$ cat config.mk
export PLATFORM = sky130hd
export DESIGN_NAME = sipo_rx
export DESIGN_NICKNAME = d
export VERILOG_FILES = /design/src/rtl/sipo_rx.sv
export SDC_FILE = /design/constraint.sdc
export NUM_CORES = 1
export LEC_CHECK = 0
export BUFFER_PORTS_ARGS = -buffer_cell sky130_fd_sc_hd__buf_4
export CAP_MARGIN = 20
export CORE_AREA = 2 2 39 41
export CTS_CLUSTER_SIZE = 28
export DETAILED_ROUTE_END_ITERATION = 10
export DIE_AREA = 0 0 41 43
export PLACE_DENSITY = 0.68
export SETUP_SLACK_MARGIN = 0.2
export SLEW_MARGIN = 15
export SYNTH_ARGS = -nofsm -noshare
export SYNTH_HDL_FRONTEND = slang
export SYNTH_SLANG_ARGS = --single-unit
$ cat constraint.sdc
create_clock -name clk -period 1.52 [get_ports clk]
set_clock_uncertainty 0.2 [all_clocks]
set_input_delay 0.304 -clock clk [delete_from_list [all_inputs] [get_ports clk]]
set_output_delay 0.304 -clock clk [all_outputs]
set_load 0.01 [all_outputs]
$ cat src/rtl/sipo_rx.sv
// Serial-in, parallel-out receiver: assembles WIDTH-bit words from a bit stream
// and offers each word through a one-deep valid/ready holding register.
module sipo_rx #(
    parameter int WIDTH     = 4,
    parameter bit MSB_FIRST = 1'b1
) (
    input  logic                       clk,
    input  logic                       rst,
    input  logic                       sin,
    input  logic                       sin_valid,
    input  logic                       abort,
    output logic [WIDTH-1:0]           q,
    output logic                       q_valid,
    input  logic                       q_ready,
    output logic [$clog2(WIDTH+1)-1:0] bit_cnt,
    output logic                       busy,
    output logic                       overrun
);

    localparam int CW = $clog2(WIDTH+1);
    localparam logic [CW-1:0] LAST_IDX = CW'(WIDTH - 1);

    typedef enum logic {
        IDLE  = 1'b0,
        SHIFT = 1'b1
    } state_t;

    state_t            r_state;
    logic [WIDTH-1:0]  r_sr;
    logic [CW-1:0]     r_cnt;
    logic [WIDTH-1:0]  r_q;
    logic              r_q_valid;
    logic              r_busy;
    logic              r_overrun;

    logic [WIDTH-1:0]  w_sr_next;
    logic              w_drain;
    logic              w_last;

    always_comb begin
        w_sr_next = '0;
        if (MSB_FIRST)
            w_sr_next = {r_sr[WIDTH-2:0], sin};
        else
            w_sr_next = {sin, r_sr[WIDTH-1:1]};
        w_drain = r_q_valid & q_ready;
        w_last  = (r_cnt == LAST_IDX);
    end

    always_ff @(posedge clk) begin
        if (rst) begin
            r_state   <= IDLE;
            r_sr      <= '0;
            r_cnt     <= '0;
            r_q       <= '0;
            r_q_valid <= 1'b0;
            r_busy    <= 1'b0;
            r_overrun <= 1'b0;
        end else begin
            r_overrun <= 1'b0;
            if (w_drain)
                r_q_valid <= 1'b0;

            // Abort wins over a coincident bit; the holding register is left alone.
            if (abort) begin
                r_state <= IDLE;
                r_busy  <= 1'b0;
                r_sr    <= '0;
                r_cnt   <= '0;
            end else if (sin_valid) begin
                if (w_last) begin
                    r_state <= IDLE;
                    r_busy  <= 1'b0;
                    r_sr    <= '0;
                    r_cnt   <= '0;
                    if (!r_q_valid || w_drain) begin
                        r_q       <= w_sr_next;
                        r_q_valid <= 1'b1;
                    end else begin
                        r_overrun <= 1'b1;
                    end
                end else begin
                    r_state <= SHIFT;
                    r_busy  <= 1'b1;
                    r_sr    <= w_sr_next;
                    r_cnt   <= r_cnt + 1'b1;
                end
            end
        end
    end

    assign q       = r_q;
    assign q_valid = r_q_valid;
    assign bit_cnt = r_cnt;
    assign busy    = r_busy;
    assign overrun = r_overrun;

endmodule

==> impl_metrics.yaml <==
outcome:
  outcome: "complete, no violations"
worst_setup_path:
  cp_cell_sequence: "ha_4 > nand2_4 > buf_4 > or3_1 > a21oi_1"
  arrival_ns: 1.39
  rr_worst_depth: 5
  crit_family: "flip-flops"
  cp_slowest_cell: "dfxtp_4"
  crit_path_max_fanout: 3
  r2r_end: "q_valid"
  worst_setup_path_end_kind: "flip-flop"
  critical_path_class: "flip-flop to flip-flop"
  max_stage_delay_ns: 0.37
  r2r_setup_slack_ns: 0.14
  crit_cells: 5
  crit_path_start_kind: "flip-flop"
  r2r-start: "bit_cnt[1]"
  critPathBufInv: 1
  worstPathRequired_ns: 1.53
pwr:
  p_leak_nw: 0.2967
  p_per_area_nw_per_um2: 800.3
  ir_drop_v: 0.0003826
  power_w: 0.0006018
sta:
  setup_tns_ns: 0
  hold_viol_final: 0
  setup_viol: 0
  rsz0062_at_grt: "yes"
  fin_ws_ns: 0.1371
  min_period_over_period_pct: 90.98
  fmax_ghz: 0.7231
  relSlewSlack_pct: 80.30
  worst_pin_slew_ns: 0.2955
  drv_slew: 0
  fin_crit_ns: 1.383
min_path:
  hold_class: "primary input to flip-flop"
  worstHoldStart: "rst"
  holdPathEnd: "q_valid"
  hold-path-cell-count: 2
placed_design:
  portBuffers: 15
  dp_slack_ns: 0.02988
  place_hpwl_um: 707.3
  gp_congestion: 0.6851
run:
  drv_cap: 0
detailed_routing:
  drt-initial-drc-count: 7
  wl_um: 1024
  wl_met3_um: 58
  met2WireLength_um: 477
  wl_met1_um: 475
  ant_nets: 0
  post-route-drc-count: 0
  wl_per_cell_um: 11.25
  dr.pass1.iters: 2
  highest_layer: "met4"
  routed_via_density: 4.813
  num_vias: 438
finish:
  area_growth_pct: 38.48
  nFillCells: 127
  layout-drive-gt1-share_pct: 38.67
  final_util_pct: 54.34
  num_antenna_cells: 0
  nets: 83
clock_tree:
  clk_path_buf_depth: 2
  cts_tree: "yes"
  insertion_delay_ns: 0.27
  holdBufCountCts: 0
  root_buffer: "clkbuf_4"
  cts_made_buffers: 3
  path_clk_slew_ns: 0.08
  clkSinkCount: 13
  h-tree-depth: 1
yosys:
  synth_area_leaders: "dfxtp_1 48%, nand2b_1 16%, mux2i_1 9.2%, a21oi_1 4.6%, nor4b_4 4.4%"
  synth_warnings: 0
  avgSynthCellArea_um2: 10.06
  syn_area_um2: 543.0
  synth_seq_cells: 13
  yosysTopAreaCell: "dfxtp_1"
  synthCells: 54
  synth_ff_type: "dfxtp_1"
  synthArstFlopShare_pct: 0
  synth_top_area_share_pct: 47.93
  synth-seq-area-share_pct: 47.93
  syn_nets: 61
  synth_cell_types: 17
  synth-edff-count: 0
global_routing:
  grt-ovfl-total: 0
  grt_usage_pct: 15.05
  first_global_vias: 397
  grt_max_degree: 11
  antenna_found_initial: 0
  grt_pass1_wl_um: 1718
floorplanning:
  rows: 14
  dieArea_um2: 1763
  initial_utilization_pct: 39.24
  dieWidth_um: 41
  core_um2: 1384
  io_pins: 16
  die_h_um: 43
==> how the worst max path moves through the flow <==
stage               startpoint       to
CTS                 bit_cnt[0]     q[3]
global placement    bit_cnt[1]     q[3]
global route        bit_cnt[1]     q[2]
finish              bit_cnt[1]  q_valid
floorplan           bit_cnt[1]     q[0]
detailed placement  bit_cnt[1]     q[3]
==> timing repair <==
action | in CTS | in global routing
setup endpoints to repair | 5 | 7
gates resized for setup | 2 | 0
cloned | 0 | 0
setup buffers | 2 | 1
pin swaps | 3 | 3
==> through the flow <==
stage,cells,hold slack (ns),area (um2)
after floorplan,54,0.1731,568.0
after global placement,84,0.2600,699.4
after detailed placement,84,0.2607,699.4
after CTS,90,0.03412,744.5
after global routing,91,0.03091,752.0
final,91,0.04092,752.0
==> layout by cell type (no fill, tap or decap), drive strengths merged <==
cell type	instances
a21oi	5
buf	19
clkbuf	4
dfxtp	13
ha	1
mux2i	5
nand2	2
nand2b	14
nand3	3
nand3b	1
nor2	3
nor4	1
nor4b	1
o22ai	1
or2	1
or3	1
==> area by class of cell <==
class                      count  area (um2)  area share (%)
clock buffer                   4       26.28           3.494
sequential                    13       271.5           36.11
timing repair buffer          19       142.6           18.97
tap                           16       20.02           2.662
multi-input combinational     39       291.5           38.77
==> sequential cells by signal (all words and copies together) (netlist names) <==
| register | flops |
|---|---|
| q_valid | 1 |
| bit_cnt | 3 |
| busy | 1 |
| q | 4 |
| overrun | 1 |
| r_sr | 3 |
==> kinds of logic (layout without fill, tap and decap cells) <==
logic type	after synthesis	count (layout)	synth area share [%]
AOI/OAI and AO/OA	6	6	5.760
adders and majority gates	1	1	2.304
buffers and inverters	2	23	1.611
DFF	13	13	47.93
muxes	5	5	9.217
and+or+nand+nor	27	27	33.18
==> report_power, final <==
group | leakage [nW] | internal [W] | total [W] | switching (W)
clock network | 0.0150 | 0.000102 | 0.000213 | 0.000111
logic | 0.174 | 0.0000253 | 0.0000454 | 0.0000201
registers | 0.107 | 0.000340 | 0.000344 | 0.00000380
total | 0.297 | 0.000467 | 0.000602 | 0.000135
==> synth_stat cells, types with 3 or more instances <==
library cell	instances
a21oi_1	5
dfxtp_1	13
mux2i_1	5
nand2b_1	14
nand3_1	3
nor2_1	3
==> layer usage <==
layer | global-route usage [%] | vias to the layer above
met5 | 0 | -
met4 | 10.00 | 0
met3 | 6.806 | 2
met2 | 20.31 | 8
met1 | 18.36 | 201
li1 | - | 227
==> worst register-to-register path: stages, from the launching register on <==
cell and delay [ns]:
dfxtp_4 0.37, ha_4 0.15, nand2_4 0.05, buf_4 0.13
or3_1 0.30, a21oi_1 0.12
No activity file was read; power rests on OpenSTA's default activity.
